--- config.mk ---
export PLATFORM = sky130hd
export DESIGN_NAME = reset_sequencer
export DESIGN_NICKNAME = d
export VERILOG_FILES = /design/src/rtl/reset_seq_pkg.sv /design/src/rtl/reset_seq_timer.sv /design/src/rtl/reset_sequencer.sv
export SDC_FILE = /design/constraint.sdc
export NUM_CORES = 1
export LEC_CHECK = 0
export ABC_AREA = 1
export CAP_MARGIN = 0
export CORE_ASPECT_RATIO = 0.75
export CORE_MARGIN = 10
export CORE_UTILIZATION = 43
export CTS_CLUSTER_DIAMETER = 100
export DETAILED_ROUTE_END_ITERATION = 8
export HOLD_SLACK_MARGIN = 0.1
export PLACE_DENSITY = 0.76
export SLEW_MARGIN = 25
export SYNTH_ARGS = -nofsm -noshare
export SYNTH_HDL_FRONTEND = slang
export SYNTH_HIERARCHICAL = 1
export SYNTH_SLANG_ARGS = --single-unit
--- constraint.sdc ---
create_clock -name clk -period 3 [get_ports clk]
set_input_delay 0.6 -clock clk [delete_from_list [all_inputs] [get_ports clk]]
set_output_delay 0.6 -clock clk [all_outputs]
set_load 0.05 [all_outputs]
--- src/rtl/reset_seq_pkg.sv ---
// rtl/reset_seq_pkg.sv - shared states, cause codes and parameter limits for reset_sequencer
package reset_seq_pkg;

    typedef enum logic [1:0] {
        ASSERT  = 2'd0,
        RELEASE = 2'd1,
        RUN     = 2'd2
    } seq_state_t;

    localparam logic [2:0] CAUSE_POR = 3'b001;
    localparam logic [2:0] CAUSE_SW  = 3'b010;
    localparam logic [2:0] CAUSE_WDT = 3'b100;

    localparam int MIN_HOLD_CYCLES = 2;
    localparam int MIN_STAGE_GAP   = 1;

    function automatic int max_int(input int a, input int b);
        return (a > b) ? a : b;
    endfunction

endpackage

--- src/rtl/reset_seq_timer.sv ---
// rtl/reset_seq_timer.sv - terminal-count up-counter with synchronous clear
module reset_seq_timer #(
    parameter int W = 3
) (
    input  logic         clk,
    input  logic         rst,
    input  logic         clear,
    input  logic [W-1:0] term,
    output logic         tc
);

    logic [W-1:0] cnt;

    always_ff @(posedge clk or posedge rst) begin
        if (rst) begin
            cnt <= '0;
        end else if (clear) begin
            cnt <= '0;
        end else begin
            cnt <= cnt + 1'b1;
        end
    end

    assign tc = (cnt == term);

endmodule

--- src/rtl/reset_sequencer.sv ---
// rtl/reset_sequencer.sv - staged per-domain reset release; RESET_SEQ_CAUSE_EN adds the reset_cause register
module reset_sequencer
    import reset_seq_pkg::*;
#(
    parameter int NUM_DOMAINS = 3,
    parameter int HOLD_CYCLES = 4,
    parameter int STAGE_GAP   = 2
) (
    input  logic                   clk,
    input  logic                   async_reset_in,
    input  logic                   sw_reset_req,
    input  logic                   wdt_reset_req,
    output logic [NUM_DOMAINS-1:0] reset_out,
    output logic                   seq_busy,
    output logic                   seq_done,
    output logic [2:0]             reset_cause
);

    localparam int CW = $clog2(max_int(HOLD_CYCLES, STAGE_GAP) + 1);
    localparam int IW = (NUM_DOMAINS > 1) ? $clog2(NUM_DOMAINS) : 1;
    localparam logic [CW-1:0] HOLD_TERM = CW'(HOLD_CYCLES - 1);
    localparam logic [CW-1:0] GAP_TERM  = CW'(STAGE_GAP - 1);
    localparam logic [IW-1:0] LAST_IDX  = IW'(NUM_DOMAINS - 1);

    if (HOLD_CYCLES < MIN_HOLD_CYCLES) begin : g_bad_hold
        $error("reset_sequencer: HOLD_CYCLES below minimum");
    end
    if (STAGE_GAP < MIN_STAGE_GAP) begin : g_bad_gap
        $error("reset_sequencer: STAGE_GAP below minimum");
    end
    if (NUM_DOMAINS < 1 || NUM_DOMAINS > 8) begin : g_bad_domains
        $error("reset_sequencer: NUM_DOMAINS outside 1..8");
    end

    seq_state_t    state;
    logic [IW-1:0] idx;
    logic [CW-1:0] term;
    logic          req;
    logic          timer_clear;
    logic          timer_tc;

    assign req         = sw_reset_req | wdt_reset_req;
    assign term        = (state == RELEASE) ? GAP_TERM : HOLD_TERM;
    // A held request pins the count at zero, so the hold only starts once it drops.
    assign timer_clear = req | timer_tc | (state == RUN);

    reset_seq_timer #(
        .W(CW)
    ) u_timer (
        .clk   (clk),
        .rst   (async_reset_in),
        .clear (timer_clear),
        .term  (term),
        .tc    (timer_tc)
    );

    always_ff @(posedge clk or posedge async_reset_in) begin
        if (async_reset_in) begin
            state     <= ASSERT;
            idx       <= '0;
            reset_out <= '1;
            seq_busy  <= 1'b1;
            seq_done  <= 1'b0;
        end else if (req) begin
            state     <= ASSERT;
            idx       <= '0;
            reset_out <= '1;
            seq_busy  <= 1'b1;
            seq_done  <= 1'b0;
        end else begin
            case (state)
                ASSERT: begin
                    if (timer_tc) begin
                        state <= RELEASE;
                        idx   <= '0;
                    end
                end
                RELEASE: begin
                    if (timer_tc) begin
                        reset_out[idx] <= 1'b0;
                        // Lower domains are already free, so busy drops with the last one.
                        if (idx == LAST_IDX) begin
                            state    <= RUN;
                            seq_busy <= 1'b0;
                            seq_done <= 1'b1;
                        end else begin
                            idx <= idx + 1'b1;
                        end
                    end
                end
                RUN: begin
                    reset_out <= '0;
                    seq_busy  <= 1'b0;
                    seq_done  <= 1'b1;
                end
                default: begin
                    state     <= ASSERT;
                    idx       <= '0;
                    reset_out <= '1;
                    seq_busy  <= 1'b1;
                    seq_done  <= 1'b0;
                end
            endcase
        end
    end

`ifdef RESET_SEQ_CAUSE_EN
    always_ff @(posedge clk or posedge async_reset_in) begin
        if (async_reset_in) begin
            reset_cause <= CAUSE_POR;
        end else if (wdt_reset_req) begin
            reset_cause <= CAUSE_WDT;
        end else if (sw_reset_req) begin
            reset_cause <= CAUSE_SW;
        end
    end
`else
    assign reset_cause = 3'b000;
`endif

endmodule

# Word level (Yosys, flattened, before mapping)
# Index checks and enable logic that the tools add are counted.
# classes
addsub	2
order_cmp	2
eq_ne	10
muxes	25
bitwise_logic	5
reduce_logical	6
# ops
operator	count
2-bit two-way mux	9
2-bit one-hot mux with 3 select lines	2
3-bit two-way mux	3
3-bit != test (second input constant)	3
3-bit one-hot mux with 3 select lines	1
4-bit AND reduction	2
1-bit two-way mux	7
1-bit one-hot mux with 3 select lines	2
2-bit == test (second input constant)	2
2-bit != test (second input constant)	2
3-bit by 1-bit adder with 3-bit output (second input constant)	1
3-bit AND	1
3-bit by 2-bit == test with 1-bit output	1
2-bit by 3-bit less-than comparator with 1-bit output (second input constant)	1
3-bit by 2-bit != test with 1-bit output (second input constant)	1
3-bit inverter	1
1-bit OR	3
3-bit AND reduction	1
2-bit by 1-bit adder with 2-bit output (second input constant)	1
1-bit demux with 2-bit select	1
2-bit by 1-bit == test with 1-bit output (second input constant)	1
2-bit by 1-bit greater-or-equal comparator with 1-bit output (second input constant)	1
2-bit logical NOT	1
2-bit AND reduction	1
1-bit logical AND	1
# totals
register_bits	12
in_bits	4

# Depth between registers and ports, before layout
# depth
ltp_word	9
depth_mapped	11
ltp_nobuf	11

# Modules after synthesis
# The synthesis kept the hierarchy.
# modules_own_cells
module	instances	cells_per_inst	area_each_um2
reset_sequencer	1	82	698.2
reset_seq_timer	1	19	158.9

# Worst setup path after synthesis
# No wires, ideal clock.
# synth_path
path_kind	reg-to-reg
from	reg state[1]
to	reg seq_done
arrival_ns	1.436
required_time_ns	2.873
slack_ns	1.437
path_stages_with_launch	12
n_path_buf	0
cell_sequence	dfrtp_1 -> inv_1 -> ha_1 -> inv_2 -> xnor2_1 -> nand2_1 -> nor2_1 -> nand2_1 -> nand3_4 -> nand2_2 -> nand2_1 -> o21ai_0
# synth_via
elab_chain_cells	5
# synth_lines
element	line_no	text
from (decl)	reset_sequencer.sv:35	seq_state_t state;
from (signal assigned)	reset_sequencer.sv:59	state <= ASSERT;
from (signal assigned)	reset_sequencer.sv:65	state <= ASSERT;
from (signal assigned)	reset_sequencer.sv:74	state <= RELEASE;
2-bit by 1-bit == test with 1-bit output	reset_sequencer.sv:43	assign term = (state == RELEASE) ? GAP_TERM : HOLD_TERM;
2-bit two-way mux	reset_sequencer.sv:43	
via term[1]	reset_sequencer.sv:37	logic [CW-1:0] term;
3-bit by 2-bit == test with 1-bit output	reset_seq_timer.sv:24	assign tc = (cnt == term);
via timer_tc	reset_sequencer.sv:40	logic timer_tc;
3-bit != test (no line)	--	
3-bit AND reduction (no line)	--	
to (signal assigned)	reset_sequencer.sv:63	seq_done <= 1'b0;
to (signal assigned)	reset_sequencer.sv:69	seq_done <= 1'b0;
to (signal assigned)	reset_sequencer.sv:85	seq_done <= 1'b1;
to (decl)	reset_sequencer.sv:15	output logic seq_done,
# The timed path passes the listed nets, and every way through them passes these cells.
# A chain may end at the register's enable or synchronous reset.

# Final worst setup path
# layout_path
from	reg seq_busy
to	out seq_busy
# layout_rtl
element	line_no	text
from (decl)	reset_sequencer.sv:14	output logic seq_busy,
from (signal assigned)	reset_sequencer.sv:62	seq_busy <= 1'b1;
from (signal assigned)	reset_sequencer.sv:68	seq_busy <= 1'b1;
from (signal assigned)	reset_sequencer.sv:84	seq_busy <= 1'b0;
# No word-level cell between the ends.

==> flow_summary.json <==
{
  "cts_tree": "done",
  "mostFrequentLayoutCells": "nand2_1 (26), inv_1 (16), ha_1 (9)",
  "hold_path_startpoint": "reset_out[1]$_DFFE_PP1P_",
  "p_switching_mw": 0.141,
  "cp.required_ns": 2.40,
  "clockRootBuffer": "clkbuf_4",
  "cts.path.max_buffers": 2,
  "yosys-top-cells-area": "dfrtp_1 (23%), ha_1 (13%), dfstp_2 (12%)",
  "power_leakage_nw": 0.513,
  "io_buffers": 8,
  "cts_max_level": 1,
  "synth-seq-cells": 12,
  "status": "finished clean",
  "vias_per_cell": 4.63,
  "max_freq_mhz": 453,
  "globalplace.congestion": 0.811,
  "fin_skew_ns": 0.00334,
  "crit_chain": "clkdlybuf4s50_1",
  "grt_pass1_wl_mm": 2.59,
  "avgSynthCellArea_um2": 8.49,
  "cp.arrival_ns": 1.61,
  "ys_warn_count": 6,
  "drt.antenna.violating_nets": 0,
  "netlist_area_um2": 857,
  "clkTransAtPathRegs_ns": 0.08,
  "sw_frac_of_total_pct": 32.9,
  "pwr_density_cell_nw_per_um2": 431,
  "reg2reg_to": "seq_done$_DFFE_PP0P_",
  "syn2layout_area_growth_pct": 15.9,
  "ir_drop_uv": 249,
  "power.share.clock_pct": 30.1,
  "drive_gt1_share_pct": 18.4,
  "grt_max_degree": 10,
  "vias": 630,
  "hold_path_class": "flop to flop",
  "rsz0062_at_grt": "false",
  "critPathSlowestCell": "clkdlybuf4s50_1",
  "netlist.area_leader.share_pct": 23.4,
  "grt_usage_pct": 7.46,
  "maxCapViolations": 0,
  "die_h_um": 58.7,
  "r2r_cells": 11,
  "worstMarginPinSlew_ns": 0.505,
  "die_w_um": 71.6,
  "cts-buffers-inserted": 3,
  "routedWlPerCell_um": 11.0,
  "critical-path-max-stage-delay_ns": 0.80,
  "ys_types": 23,
  "fin_crit_ns": 2.21,
  "drt_iter0_drc": 10,
  "reg2reg_from": "state[1]$_DFFE_PP0P_",
  "finalWirelength_mm": 1.50,
  "clock-sinks": 12,
  "final-instance-count-excl-fill": 136,
  "cp.depth": 1,
  "place_inst": 132,
  "postCtsSetupBuffers": 0,
  "dr.pass1.iters": 4,
  "pin_count": 12,
  "path_max_fanout": 2,
  "fin_tns_setup_ns": 0,
  "finalHoldViolCount": 0,
  "ctsResizeCount": 0,
  "min_to": "reset_out[1]$_DFFE_PP1P_",
  "report.final.slew_viol_count": 0,
  "drc": 0,
  "crit_type": "flop to output pin",
  "relSlewSlack_pct": 66.2,
  "ys_seq_area_share_pct": 35.6,
  "critPathBufInv": 1,
  "r2r_slack_ns": 1.24,
  "coreArea_um2": 1810,
  "p_comb_share_pct": 27.2,
  "fin_nets": 128,
  "grt_antenna_before_repair": 0,
  "diodes": 0,
  "synthCells": 101,
  "final_common_cell": "nand2_1",
  "endpoint_kind": "output pin",
  "setup_violations": 0,
  "critPathLaunchType": "flop",
  "worstSkewPairLatency_ns": 0.27,
  "cp_top_family": "buffers and inverters",
  "dp_hpwl_mm": 1.21,
  "start_util_pct": 47.5,
  "std_cell_rows": 13,
  "die_area_um2": 4200,
  "hold_buffers": 0,
  "yosysTopAreaCell": "dfrtp_1",
  "seqPwrFrac_pct": 42.8,
  "p_int_mw": 0.287,
  "gr-total-overflow": 0,
  "holdPathStages": 2,
  "grt_pass1_vias": 607,
  "fin_crit_sh_pct": 73.6
}
## power by group through the flow
stage                     clock network (mW)  logic [mW]  registers, mW
after CTS                              0.135       0.117          0.183
final                                  0.129       0.116          0.183
after floorplan                            0      0.0669          0.210
after detailed placement                   0       0.117          0.186
after global routing                   0.144       0.127          0.185
after global placement                     0       0.115          0.186
## worst max-delay path by stage
stage / start / endpoint / slack (ns)
finish: seq_busy$_DFFE_PP1P_ / seq_busy / 0.79
global route: seq_busy$_DFFE_PP1P_ / seq_busy / 0.74
CTS: seq_busy$_DFFE_PP1P_ / seq_busy / 0.77
detailed placement: seq_busy$_DFFE_PP1P_ / seq_busy / 1.09
global placement: seq_busy$_DFFE_PP1P_ / seq_busy / 1.09
floorplan: state[1]$_DFFE_PP0P_ / seq_done$_DFFE_PP0P_ / 1.44
## Yosys cell counts
cell and count:
nand2_1 26, inv_1 16, ha_1 9, dfrtp_1 8, nor2_1 8, dfstp_2 4
nand4_1 4, buf_4 3, nand3_2 3, nand3_4 3, conb_1 2, nand2_2 2
o21ai_1 2, xnor2_1 2, inv_2 1, nand2_4 1, nand3_1 1, nand3b_1 1
nor2_4 1, o211ai_2 1, o21ai_0 1, o21ai_2 1, xor2_1 1
## through the flow
stage | total power [mW] | hold slack (ns) | util [%] | setup slack, ns | area (um2)
finish | 0.428 | 0.461 | 55.0 | 0.791 | 993
global route | 0.456 | 0.492 | 55.0 | 0.740 | 993
CTS | 0.435 | 0.464 | 55.0 | 0.767 | 993
detailed placement | 0.303 | 0.452 | 53.0 | 1.09 | 957
global placement | 0.301 | 0.451 | 53.0 | 1.09 | 957
floorplan | 0.277 | 0.354 | - | 1.44 | 872
## registers in the layout, summed over array words and instances (netlist names)
name	flops
idx	2
reset_out	3
seq_busy	1
state	2
seq_done	1
u_timer/cnt	3
## layout make-up
cell class	instances	area (um2)
Fill cell	164	812
Multi-Input combinational cell	73	480
Sequential cell	12	305
Timing Repair Buffer	8	80.1
Inverter	17	63.8
Clock buffer	4	36.3
Tap cell	22	27.5
## routing by layer
layer,GRT usage [%],vias up,wire (um)
met5,0,-,0
met4,0.826,0,0
met3,4.36,0,100
met2,11.7,12,655
met1,8.87,287,745
li1,-,331,-
## logic make-up after synthesis
| logic type | Yosys count | synth area share, % |
|---|---|---|
| AOI/OAI and AO/OA | 5 | 4.23 |
| xor gates and xnor gates | 3 | 3.07 |
| adders and majority gates | 9 | 13.1 |
| buffers and inverters | 20 | 10.1 |
| DFF | 12 | 35.6 |
| other | 2 | 0.876 |
| and+or+nand+nor | 50 | 33.0 |
No activity file was read; power rests on OpenSTA's default activity.
